**src/rtl/tx_arbiter_if.sv**
```systemverilog
// Bundle between the five source FIFOs, the host write FIFO and the tx arbiter.
// The master modport is the arbiter side; slave is the FIFO/host environment side.
interface tx_arbiter_if #(
    parameter int unsigned CNT_W = 16
);
    logic [4:0]       src_en;
    logic [7:0]       in_din;
    logic             em_din;
    logic             pp_din;
    logic [11:0]      in_adc0;
    logic [11:0]      in_adc1;
    logic [11:0]      in_cadc0;
    logic [11:0]      in_cadc1;
    logic             em_adc0;
    logic             em_adc1;
    logic             em_cadc0;
    logic             em_cadc1;
    logic             pp_adc0;
    logic             pp_adc1;
    logic             pp_cadc0;
    logic             pp_cadc1;
    logic [7:0]       out_write;
    logic             ld_write;
    logic             fl_write;
    logic             busy;
    logic             stall;
    logic [CNT_W-1:0] pkt_cnt;

    modport master (
        input  src_en, in_din, em_din, in_adc0, in_adc1, in_cadc0, in_cadc1,
               em_adc0, em_adc1, em_cadc0, em_cadc1, fl_write,
        output pp_din, pp_adc0, pp_adc1, pp_cadc0, pp_cadc1,
               out_write, ld_write, busy, stall, pkt_cnt
    );

    modport slave (
        output src_en, in_din, em_din, in_adc0, in_adc1, in_cadc0, in_cadc1,
               em_adc0, em_adc1, em_cadc0, em_cadc1, fl_write,
        input  pp_din, pp_adc0, pp_adc1, pp_cadc0, pp_cadc1,
               out_write, ld_write, busy, stall, pkt_cnt
    );
endinterface

```
**src/rtl/tx_arbiter.sv**
```systemverilog
// Round-robin arbiter: pops one sample from a granted source queue and frames it
// into the write queue as a header byte plus one (DIN) or two (ADC/CADC) payload bytes.
module tx_arbiter #(
    parameter bit          SEQ_EN = 1'b1,
    parameter int unsigned CNT_W  = 16
) (
    input  logic          clk,
    input  logic          rst_n,
    tx_arbiter_if.master  bus
);
    localparam int unsigned NSRC = 5;
    localparam int unsigned DW   = 12;
    localparam int unsigned TW   = 3;
    localparam int unsigned SW   = 5;
    localparam int unsigned IW   = 3;
    localparam logic [TW-1:0] TYPE_DIN = 3'b001;

    typedef enum logic [1:0] {IDLE, HDR, PAY_HI, PAY_LO} state_e;

    state_e           state_q, state_d;
    logic [IW-1:0]    last_q, last_d;
    logic [DW-1:0]    data_q, data_d;
    logic [TW-1:0]    type_q, type_d;
    logic [SW-1:0]    seq_q, seq_d;
    logic [CNT_W-1:0] cnt_q, cnt_d;
    logic [NSRC-1:0]  pp_q, pp_d;
    logic [7:0]       out_q, out_d;
    logic             ld_q, ld_d;
    logic             busy_q, busy_d;
    logic             stall_q, stall_d;

    logic [NSRC-1:0]  elig_c;
    logic [DW-1:0]    src_data_c [NSRC];
    logic             gnt_vld_c;
    logic [IW-1:0]    gnt_idx_c;
    logic [SW-1:0]    hdr_seq_c;

    assign src_data_c[0] = DW'(bus.in_din);
    assign src_data_c[1] = bus.in_adc0;
    assign src_data_c[2] = bus.in_adc1;
    assign src_data_c[3] = bus.in_cadc0;
    assign src_data_c[4] = bus.in_cadc1;

    assign elig_c = bus.src_en & ~{bus.em_cadc1, bus.em_cadc0, bus.em_adc1,
                                   bus.em_adc0, bus.em_din};
    assign hdr_seq_c = SEQ_EN ? seq_q : '0;

    // First eligible source scanning last+1 .. last (wrapping), so last has lowest priority.
    always_comb begin
        gnt_vld_c = 1'b0;
        gnt_idx_c = last_q;
        for (int unsigned k = 1; k <= NSRC; k++) begin
            if (!gnt_vld_c && elig_c[IW'((32'(last_q) + k) % NSRC)]) begin
                gnt_vld_c = 1'b1;
                gnt_idx_c = IW'((32'(last_q) + k) % NSRC);
            end
        end
    end

    always_comb begin
        state_d = state_q;
        last_d  = last_q;
        data_d  = data_q;
        type_d  = type_q;
        seq_d   = seq_q;
        cnt_d   = cnt_q;
        pp_d    = '0;
        ld_d    = 1'b0;
        out_d   = out_q;
        stall_d = 1'b0;
        case (state_q)
            IDLE: begin
                if (gnt_vld_c) begin
                    pp_d[gnt_idx_c] = 1'b1;
                    data_d          = src_data_c[gnt_idx_c];
                    type_d          = TW'(gnt_idx_c) + TW'(1);
                    last_d          = gnt_idx_c;
                    state_d         = HDR;
                end
            end
            HDR: begin
                if (!bus.fl_write) begin
                    ld_d    = 1'b1;
                    out_d   = {type_q, hdr_seq_c};
                    state_d = (type_q == TYPE_DIN) ? PAY_LO : PAY_HI;
                end else begin
                    stall_d = 1'b1;
                end
            end
            PAY_HI: begin
                if (!bus.fl_write) begin
                    ld_d    = 1'b1;
                    out_d   = {4'b0000, data_q[11:8]};
                    state_d = PAY_LO;
                end else begin
                    stall_d = 1'b1;
                end
            end
            PAY_LO: begin
                if (!bus.fl_write) begin
                    ld_d    = 1'b1;
                    out_d   = data_q[7:0];
                    seq_d   = seq_q + SW'(1);
                    cnt_d   = cnt_q + CNT_W'(1);
                    state_d = IDLE;
                end else begin
                    stall_d = 1'b1;
                end
            end
            default: state_d = IDLE;
        endcase
        busy_d = (state_d != IDLE);
    end

    // Reset leaves last at CADC1 so DIN wins the first arbitration.
    always_ff @(posedge clk or negedge rst_n) begin
        if (!rst_n) begin
            state_q <= IDLE;
            last_q  <= IW'(4);
            data_q  <= '0;
            type_q  <= '0;
            seq_q   <= '0;
            cnt_q   <= '0;
            pp_q    <= '0;
            ld_q    <= 1'b0;
            out_q   <= '0;
            busy_q  <= 1'b0;
            stall_q <= 1'b0;
        end else begin
            state_q <= state_d;
            last_q  <= last_d;
            data_q  <= data_d;
            type_q  <= type_d;
            seq_q   <= seq_d;
            cnt_q   <= cnt_d;
            pp_q    <= pp_d;
            ld_q    <= ld_d;
            out_q   <= out_d;
            busy_q  <= busy_d;
            stall_q <= stall_d;
        end
    end

    assign bus.pp_din    = pp_q[0];
    assign bus.pp_adc0   = pp_q[1];
    assign bus.pp_adc1   = pp_q[2];
    assign bus.pp_cadc0  = pp_q[3];
    assign bus.pp_cadc1  = pp_q[4];
    assign bus.out_write = out_q;
    assign bus.ld_write  = ld_q;
    assign bus.busy      = busy_q;
    assign bus.stall     = stall_q;
    assign bus.pkt_cnt   = cnt_q;
endmodule

```
**src/flat_wrapper.sv**
```systemverilog
// flat-port wrapper written by rule: the top's interface ports become plain ports
module tx_arbiter_flat 
#(
    parameter bit          SEQ_EN = 1'b1,
    parameter int unsigned CNT_W  = 16
)
  (clk, rst_n, bus_src_en, bus_in_din, bus_em_din, bus_in_adc0, bus_in_adc1, bus_in_cadc0, bus_in_cadc1, bus_em_adc0, bus_em_adc1, bus_em_cadc0, bus_em_cadc1, bus_fl_write, bus_pp_din, bus_pp_adc0, bus_pp_adc1, bus_pp_cadc0, bus_pp_cadc1, bus_out_write, bus_ld_write, bus_busy, bus_stall, bus_pkt_cnt);
  tx_arbiter_if #(.CNT_W(CNT_W)) bus_i ();
  input  logic clk;
  input  logic rst_n;
  input wire logic [$bits(bus_i.src_en)-1:0] bus_src_en;
  input wire logic [$bits(bus_i.in_din)-1:0] bus_in_din;
  input wire logic [$bits(bus_i.em_din)-1:0] bus_em_din;
  input wire logic [$bits(bus_i.in_adc0)-1:0] bus_in_adc0;
  input wire logic [$bits(bus_i.in_adc1)-1:0] bus_in_adc1;
  input wire logic [$bits(bus_i.in_cadc0)-1:0] bus_in_cadc0;
  input wire logic [$bits(bus_i.in_cadc1)-1:0] bus_in_cadc1;
  input wire logic [$bits(bus_i.em_adc0)-1:0] bus_em_adc0;
  input wire logic [$bits(bus_i.em_adc1)-1:0] bus_em_adc1;
  input wire logic [$bits(bus_i.em_cadc0)-1:0] bus_em_cadc0;
  input wire logic [$bits(bus_i.em_cadc1)-1:0] bus_em_cadc1;
  input wire logic [$bits(bus_i.fl_write)-1:0] bus_fl_write;
  output wire logic [$bits(bus_i.pp_din)-1:0] bus_pp_din;
  output wire logic [$bits(bus_i.pp_adc0)-1:0] bus_pp_adc0;
  output wire logic [$bits(bus_i.pp_adc1)-1:0] bus_pp_adc1;
  output wire logic [$bits(bus_i.pp_cadc0)-1:0] bus_pp_cadc0;
  output wire logic [$bits(bus_i.pp_cadc1)-1:0] bus_pp_cadc1;
  output wire logic [$bits(bus_i.out_write)-1:0] bus_out_write;
  output wire logic [$bits(bus_i.ld_write)-1:0] bus_ld_write;
  output wire logic [$bits(bus_i.busy)-1:0] bus_busy;
  output wire logic [$bits(bus_i.stall)-1:0] bus_stall;
  output wire logic [$bits(bus_i.pkt_cnt)-1:0] bus_pkt_cnt;
  assign bus_i.src_en = bus_src_en;
  assign bus_i.in_din = bus_in_din;
  assign bus_i.em_din = bus_em_din;
  assign bus_i.in_adc0 = bus_in_adc0;
  assign bus_i.in_adc1 = bus_in_adc1;
  assign bus_i.in_cadc0 = bus_in_cadc0;
  assign bus_i.in_cadc1 = bus_in_cadc1;
  assign bus_i.em_adc0 = bus_em_adc0;
  assign bus_i.em_adc1 = bus_em_adc1;
  assign bus_i.em_cadc0 = bus_em_cadc0;
  assign bus_i.em_cadc1 = bus_em_cadc1;
  assign bus_i.fl_write = bus_fl_write;
  assign bus_pp_din = bus_i.pp_din;
  assign bus_pp_adc0 = bus_i.pp_adc0;
  assign bus_pp_adc1 = bus_i.pp_adc1;
  assign bus_pp_cadc0 = bus_i.pp_cadc0;
  assign bus_pp_cadc1 = bus_i.pp_cadc1;
  assign bus_out_write = bus_i.out_write;
  assign bus_ld_write = bus_i.ld_write;
  assign bus_busy = bus_i.busy;
  assign bus_stall = bus_i.stall;
  assign bus_pkt_cnt = bus_i.pkt_cnt;
  tx_arbiter #(.SEQ_EN(SEQ_EN), .CNT_W(CNT_W)) u_core (.clk(clk), .rst_n(rst_n), .bus(bus_i));
endmodule
```
**config.mk**
```make
export PLATFORM = sky130hd
export DESIGN_NAME = tx_arbiter_flat
export DESIGN_NICKNAME = d
export VERILOG_FILES = /design/src/rtl/tx_arbiter_if.sv /design/src/rtl/tx_arbiter.sv /design/src/flat_wrapper.sv
export SDC_FILE = /design/constraint.sdc
export NUM_CORES = 1
export LEC_CHECK = 0
export ABC_CLOCK_PERIOD_IN_PS = 12000
export CORE_ASPECT_RATIO = 0.5
export CORE_MARGIN = 2
export CORE_UTILIZATION = 58
export CTS_BUF_LIST = sky130_fd_sc_hd__clkbuf_2
export CTS_CLUSTER_DIAMETER = 100
export DETAILED_ROUTE_END_ITERATION = 10
export PLACE_DENSITY = 0.95
export SKIP_LAST_GASP = 1
export SLEW_MARGIN = 30
export SYNTH_ARGS = -nofsm -noshare
export SYNTH_HDL_FRONTEND = slang
export SYNTH_SLANG_ARGS = --single-unit
```
**constraint.sdc**
```tcl
create_clock -name clk -period 12 [get_ports clk]
set_input_delay 2.4 -clock clk [delete_from_list [all_inputs] [get_ports clk]]
set_output_delay 2.4 -clock clk [all_outputs]
set_load 0.005 [all_outputs]
```
# Yosys cells after proc, flatten, opt, wreduce, memory -nomap -nowiden
# Cells that the tools add are included.
[totals] ff_bits=57 latchBits=0 ramBits=0 mem_bits_ro=0 in_bits=69 out_inout_bits=32 wordCells=100 memories=0
[classes] n_addsub=8 multipliers=0 n_div=5 n_lt_le_gt_ge=8 n_eq_ne=7 shift=0 mux=41 bitwise_logic=4 n_reduce_logical=16
[ops] cell="32-bit by 3-bit remainder unit with 32-bit output, second input constant" count=5
[ops] cell="12-bit binary-select mux with 3-bit select" count=1
[ops] cell="3-bit by 4-bit < comparator with 1-bit output, second input constant" count=6
[ops] cell="12-bit 2-to-1 mux" count=2
[ops] cell="8-bit 2-to-1 mux" count=3
[ops] cell="8-bit case mux with 3 select lines" count=1
[ops] cell="16-bit by 1-bit adder with 16-bit output, second input constant" count=1
[ops] cell="1-bit 2-to-1 mux" count=16
[ops] cell="1-bit binary-select mux with 3-bit select" count=5
[ops] cell="3-bit 2-to-1 mux" count=5
[ops] cell="5-bit 2-to-1 mux" count=2
[ops] cell="3-bit by 2-bit adder with 4-bit output, second input constant" count=2
[ops] cell="3-bit by 3-bit adder with 4-bit output, second input constant" count=2
[ops] cell="2-bit 2-to-1 mux" count=4
[ops] cell="2-bit case mux with 4 select lines" count=1
[ops] cell="2-bit inequality test, second input constant" count=3
[ops] cell="5-bit by 1-bit adder with 5-bit output, second input constant" count=1
[ops] cell="5-bit AND" count=1
[ops] cell="1-bit logical AND" count=5
[ops] cell="5-bit inverter" count=1
[ops] cell="3-bit by 1-bit adder with 4-bit output, second input constant" count=1
[ops] cell="2-bit equality test, second input constant" count=2
[ops] cell="4-bit >= comparator, second input constant" count=1
[ops] cell="1-bit logical NOT" count=4
[ops] cell="13 further kinds" count=14

# Logic depth before layout (Yosys ltp)
[depth] depth_word=23 ltp_mapped=27 ltp_nobuf=21

# Least setup slack after synthesis
# OpenSTA, ideal clock, no wires.
[synth_path] path_type="reg-to-reg" start="reg u_core.last_q[0]" end="reg u_core.data_q[10]" setup_time_ps=126 arrival_ps=5066 t_required_ps=11874 setup_slack_ps=6808 stages_incl_launch_ff=25 n_path_buf=6 period_less_slack_ps=5192 cell_sequence="dfrtp_1 > buf_2 > buf_2 > inv_1 > buf_2 > ha_1 > buf_2 > inv_1 > clkbuf_1 > ha_1 > inv_1 > ha_1 > and4b_1 > a211o_1 > o211ai_1 > o211ai_1 > o31ai_1 > nor2_2 > nand2b_2 > nor3b_2 > o22a_1 > buf_6 > mux2_4 > a32o_1 > a221o_1"
[synth_via] elab_chain_len=21 word_cells_on_any_way=43 cone_classes="add/sub (5); div (5); mux (23); bitwise (1); reduce/logical (9)"
[synth_lines] item="start, declared" line="tx_arbiter.sv:21" source="logic [IW-1:0] last_q, last_d;"
[synth_lines] item="start signal, assigned" line="tx_arbiter.sv:131" source="last_q <= last_d;"
[synth_lines] item="3-bit by 1-bit adder with 4-bit output" line="tx_arbiter.sv:53, tx_arbiter.sv:55"
[synth_lines] item="32-bit by 3-bit remainder unit with 32-bit output" line="tx_arbiter.sv:53, tx_arbiter.sv:55"
[synth_lines] item="1-bit binary-select mux with 3-bit select" line="tx_arbiter.sv:53" source="if (!gnt_vld_c && elig_c[IW'((32'(last_q) + k) % NSRC)]) begin"
[synth_lines] item="1-bit 2-to-1 mux (implied by the code)" line="tx_arbiter.sv:53"
[synth_lines] item="1-bit 2-to-1 mux" line="tx_arbiter.sv:53"
[synth_lines] item="1-bit logical NOT" line="tx_arbiter.sv:53"
[synth_lines] item="1-bit logical AND" line="tx_arbiter.sv:53"
[synth_lines] item="1-bit 2-to-1 mux" line="tx_arbiter.sv:53"
[synth_lines] item="[4 not listed]"
[synth_lines] item="1-bit logical AND" line="tx_arbiter.sv:53"
[synth_lines] item="1-bit 2-to-1 mux" line="tx_arbiter.sv:53"
[synth_lines] item="1-bit logical NOT" line="tx_arbiter.sv:53"
[synth_lines] item="1-bit logical AND" line="tx_arbiter.sv:53"
[synth_lines] item="3-bit 2-to-1 mux" line="tx_arbiter.sv:53"
[synth_lines] item="3-bit inverter with 4-bit output (implied by the code)" line="tx_arbiter.sv:75" source="data_d = src_data_c[gnt_idx_c];"
[synth_lines] item="12-bit binary-select mux with 3-bit select" line="tx_arbiter.sv:75"
[synth_lines] item="12-bit 2-to-1 mux (implied by the code) (2 in a row)" line="tx_arbiter.sv:75"
[synth_lines] item="end signal, assigned" line="tx_arbiter.sv:132" source="data_q <= data_d;"
[synth_lines] item="end, declared" line="tx_arbiter.sv:22" source="logic [DW-1:0] data_q, data_d;"
# Several ways; a longest one is shown, not always the timed one. The select of a mux whose other input is x is not followed.
# A chain may end at the register's enable or synchronous reset.

# Worst setup path in the final report
[layout_path] start="reg u_core.last_q[0]" end="reg u_core.data_q[8]"
# The elaborated chain is that of the path after synthesis.

==> flow_summary.ini <==
[placement]
placed_area_sq_um = 5830
port_buffers = 100
gp_congestion = 0.958
hpwl_microns = 9810
pre_cts_slack_ps = 5630

[layout]
stdcell_area_sq_um = 5980
layout_common_cells = clkdlybuf4s50_1 (99), dfrtp_1 (56), nor2_1 (38), nand2_1 (33), mux2i_1 (26)
area_growth_pct = 24.4
regArea_sq_um = 1430
layout_commonest_cell = clkdlybuf4s50_1
multi_input_area_sq_um = 3150
fillerInstances = 543
diodes = 0
fin_nets = 693
drive_gt1_share_pct = 11.7

[clock_network]
clk-insertion-delay-late_ps = 500
hold_buffers = 0
root_buffer = clkbuf_2
cts_tree = done
cts.sinks = 57
clkTransAtPathRegs_ps = 180
cts_buffer_depth = 2
post_cts_resized = 0
cts_buffers = 9
post_cts_buffers = 0
htreeDepth = 3

[detailed_routing]
firstDrtPassIters = 5
drt_iter0_drc = 407
vias = 4546
drt-total-wl_microns = 14000
ant_nets = 0
viasPerCell = 6.34
wl_per_cell_microns = 19.6
drc = 0

[min_path]
holdCritStartpoint = u_core.bus.pkt_cnt[10]
hold_end = u_core.bus.pkt_cnt[10]
hold_depth = 1
hp-class = flop to flop

[power_and_ir_drop]
power.leakage_nw = 2.49
report.power.total_mw = 2.11
irDropWorstVdd_mv = 0.287
p_per_area_nw_per_um2 = 352

[worst_setup_path]
r2r-end = u_core.data_q[8]
r2r_start = u_core.last_q[0]
worstSetupEndpointType = flop
critPathRequiredTime_ps = 12400
crit_arrival_ps = 6960
worstPathMaxFanout = 31
crit_type = flop to flop
worst_setup_path_start_kind = flop
reg2regPathDepth = 19
rrSetupSlack_ps = 5430

[sta]
worst_slew_margin_rel_pct = 45.3
setup_viol_count_final = 0
finalHoldViolations = 0
fin_crit_ps = 6570
slew_viol_final = 0
fmax_mhz = 152
fin_setup_tns_ps = 0
fin_ws_ps = 5430
max_slew.worst_pin.slew_ps = 821
fin_crit_sh_pct = 54.7
whs_ps = 497
rsz0062_at_grt = false
clock_skew_ps = 19.0

[synthesis]
synth_area_sq_um = 4810
ys_ff_latch = 57
synth_nets = 607
synth_cell_type_count = 80
synth_top_area_share_pct = 29.1
ys_seq_area_share_pct = 29.7
yosysWarningCount = 0
synth_edf_count = 0
synth_area_leader_cell = dfrtp_1
ys.flop_type = dfrtp_1
synthTopCellsByArea = dfrtp_1 (29%), ha_1 (6.2%), mux2i_1 (5.4%), xnor2_1 (4.2%), mux2_4 (3.1%)
syn_avg_cell_area_sq_um = 9.35
async_flop_share_pct = 100
synthCells = 514

[global_routing]
grt_pass1_vias = 4298
grt_first_pass_wirelength_microns = 22000
grt_overflow = 0
antenna_found_initial = 0
grt_max_degree = 58
grt_usage_pct = 31.1

[die]
ios = 101
start_util_pct = 59.9
core_area_sq_um = 8030
die_width_microns = 133
die_y_microns = 68.4
rows = 23
die-area_sq_um = 9080

[run_status]
outcome = complete, no violations

[flow_run]
maxCapViolCount = 0
[Yosys cell counts (3+ instances only)]
master / count
clkbuf_1: 12
a221o_1: 5
ha_1: 24
or2_2: 3
o211ai_1: 10
and3_1: 4
buf_2: 11
nand3_1: 12
nor2b_1: 15
buf_1: 3
or3_1: 5
o211a_1: 3
a221oi_1: 9
o21a_1: 4
nor4b_1: 3
mux2_2: 6
xor2_1: 4
a221oi_2: 6
nand4_1: 6
nand2b_1: 12
a211oi_1: 10
mux2_4: 10
buf_6: 3
nand2_1: 33
and2_1: 5
a211o_1: 4
nor2_1: 38
nand3b_1: 3
a31oi_1: 3
a21oi_1: 18
o31ai_1: 5
a32o_1: 5
inv_1: 20
mux2i_1: 26
o21ai_0: 25
nor3_1: 10
dfrtp_1: 56
o22a_1: 5
xnor2_1: 23
[cells by family (layout without fill, tap and decap cells)]
logic type               after synthesis  in the layout  synth area share (%)
AND/OR/NAND/NOR                      165            165                  18.2
AO/OA/AOI/OAI                        142            142                  24.0
flip-flops                            57             57                  29.7
buffers and inverters                 51            142                  4.74
multiplexers                          45             45                  11.2
XOR/XNOR                              30             30                  5.93
adder cells (fa/ha/maj)               24             24                  6.25
[registers in the layout (all words and copies together), names as in the netlist]
register,flops
u_core.bus.pkt_cnt,16
u_core.data_q,12
u_core.bus.out_write,8
u_core.hdr_seq_c,5
u_core.pp_q,5
u_core.last_q,3
u_core.type_q,3
u_core.state_q,2
u_core.bus.busy,1
u_core.bus.ld_write,1
u_core.bus.stall,1
[how the worst max path moves through the flow]
stage                     start                end  slack (ps)  cells after the start
5_1_grt        u_core.last_q[0]   u_core.data_q[1]        4940                     21
3_5_place_dp   u_core.last_q[0]  u_core.data_q[11]        5630                     19
2_1_floorplan  u_core.last_q[0]  u_core.data_q[10]        6810                     24
4_1_cts        u_core.last_q[0]   u_core.data_q[8]        5570                     20
6_report       u_core.last_q[0]   u_core.data_q[8]        5430                     19
3_3_place_gp      bus_src_en[2]  u_core.data_q[11]        5820                     13
[final cells by class]
type	count	area share, %
multi-input cells	406	52.7
flip-flops and latches	57	23.9
repair buffers	104	17.1
well taps	112	2.34
clock inverters	7	1.82
inverters	22	1.38
clock buffers	9	0.753
[metal layers]
metal / routed length, microns / global-route usage (%) / vias up
li1: - / - / 2093
met1: 5800 / 37.4 / 2210
met2: 6970 / 57.5 / 216
met3: 929 / 6.15 / 27
met4: 327 / 10.8 / 0
met5: 0 / 0 / -
[worst max-delay path, stage by stage, from the launching register on]
cell	delay [ps]
dfrtp_1	380
buf_4	330
inv_1	370
ha_1	920
inv_1	470
ha_1	330
inv_1	50
ha_1	220
and4b_1	260
a211o_1	160
o21a_1	160
o211ai_1	140
o31ai_1	620
nor2_2	170
nand2b_2	180
o31ai_1	110
o21ai_2	650
nor2_2	330
a32o_1	340
a221o_1	270
[power breakdown]
group / total (mW) / internal [mW] / switching [mW]
Combinational: 1.60 / 0.664 / 0.937
Sequential: 0.342 / 0.264 / 0.0781
Clock: 0.164 / 0.0878 / 0.0759
Total: 2.11 / 1.02 / 1.09
[through the flow]
step           std cells  util, %
2_1_floorplan        514        -
3_3_place_gp         701     72.6
3_5_place_dp         701     72.6
4_1_cts              717     74.5
5_1_grt              717     74.5
6_report             717     74.5
Note: power is estimated with default switching activity, not from simulation.
==> RTL change: new RTL, config.mk and constraints unchanged <==
`SEQ_EN` is set to 1'b1 in 2 places; all go to 1'b0.
--- a/src/rtl/tx_arbiter.sv
+++ b/src/rtl/tx_arbiter.sv
@@ -2,5 +2,5 @@
 // into the write queue as a header byte plus one (DIN) or two (ADC/CADC) payload bytes.
 module tx_arbiter #(
-    parameter bit          SEQ_EN = 1'b1,
+    parameter bit          SEQ_EN = 1'b0,
     parameter int unsigned CNT_W  = 16
 ) (
--- a/src/flat_wrapper.sv
+++ b/src/flat_wrapper.sv
@@ -2,5 +2,5 @@
 module tx_arbiter_flat 
 #(
-    parameter bit          SEQ_EN = 1'b1,
+    parameter bit          SEQ_EN = 1'b0,
     parameter int unsigned CNT_W  = 16
 )
Function: same outputs for any inputs over 4 cycles, from zero or initial values and one cycle with rst_n low; that may be too few to reach the edited logic, so the function may still have changed.
==> RTL change against the original RTL <==
Sequential cell count fell by 5; cell count is 3.2% higher; count of clock-buffer cells in the layout is 4 lower; highest routed layer unchanged; maximum frequency is 3.5% lower; wire length decreased by 4.9%; non-clock buffer count fell by 2; setup slack worse by 0.24 ns; cell area shrank 1.8%; critical path type unchanged; critical path depth rose by 2; synthesized area is 1.1% higher; critical endpoint is now u_core.type_q[2]; die area is 1.0% higher.
Power is not shown: default switching activity piles up to over one toggle a cycle in this logic, so the estimate is an artifact.
==> RTL change: results <==
set metrics [dict create \
    synth_fa_ha_area_share_pct 7.83 \
    dp_worst_setup_slack_ns 5.11 \
    synthTopCellsByCount "dfrtp_1 (51), nand2_1 (51), nor2_1 (31)" \
    synthCells 552 \
    synthMuxAreaShare_pct 7.80 \
    tightest_slew_ns 0.857 \
    drive_above_1_share_pct 7.64 \
    m1WireLength_microns 5580 \
    ys_seq_area_share_pct 26.8 \
    timing.rr.end "u_core.type_q[2]" \
    htreeDepth 2 \
    place_area_sq_mm 0.00582 \
    grt_usage_pct 29.2 \
    max_stage_delay_ns 0.98 \
    met3_usage_pct 3.58 \
    grt_util_met1_pct 37.5 \
    path_max_fanout 36 \
    num_vias 4796 \
    synth_cell_types 89 \
    drt-total-wl_microns 13300 \
    cp_slowest_cell "ha_1" \
    nNetsFinal 725 \
    status "completed" \
    synth_flop_cell "dfrtp_1" \
    yosys-top-cells-area "dfrtp_1 (26%), ha_1 (7.2%), mux2i_1 (4.3%)" \
    largest_reg_flops 16 \
    drt_first_iter_violations 351 \
    syn-num-nets 650 \
    path_clk_slew_ns 0.26 \
    timing.hold.ws_ns 0.499 \
    clk_latency_ns 0.45 \
    regToRegSetupSlack_ns 5.19 \
    grt_max_degree 53 \
    hold_depth 1 \
    arrival_ns 7.22 \
    rr_worst_depth 21 \
    synth_compound_area_share_pct 26.4 \
    timing.clock.skew_ns 0.0231 \
    met3WireLength_microns 964 \
    cts_made_buffers 5 \
    dp_hpwl_microns 10200 \
    stdcell_count 740 \
    cpLargestDelayFamily "simple AND/OR/NAND/NOR gates" \
    hold_start "u_core.bus.pkt_cnt[15]" \
    hold_end "u_core.bus.pkt_cnt[15]" \
    cts_root_buf "clkbuf_2" \
    met2WireLength_microns 6490 \
    synthXorXnorAreaFrac_pct 5.23 \
    grt_use_met2_pct 53.5 \
    place_congestion 0.998 \
    first_global_vias 4388 \
    grt_pass1_wl_microns 21300 \
]
[RTL change: cell types whose count changed after synthesis, sizes merged, moves of 6 or more]
cell and change:
a21boi +7, a221oi -11, a22oi +7, a31oi +9, mux2i -6, nand2 +18
nand3 +11, nor2 -9, o221ai +8
[RTL change: how the worst max path moves through the flow]
stage	from	to	slack, ns	cells past startpoint
finish	u_core.last_q[0]	u_core.type_q[2]	5.19	21
global route	u_core.last_q[0]	u_core.type_q[2]	4.84	21
CTS	u_core.last_q[0]	u_core.data_q[8]	5.00	18
detailed placement	u_core.last_q[0]	u_core.data_q[8]	5.11	18
global placement	u_core.last_q[0]	u_core.data_q[8]	5.24	18
floorplan	bus_src_en[3]	u_core.type_q[2]	6.49	17
[RTL change: final cells by class]
class / instances / area, sq um
Clock inverter: 3 / 21.3
Fill cell: 620 / 2180
Sequential cell: 52 / 1300
Clock buffer: 5 / 25.0
Inverter: 21 / 81.3
Tap cell: 112 / 140
Timing Repair Buffer: 102 / 1010
Multi-Input combinational cell: 445 / 3290
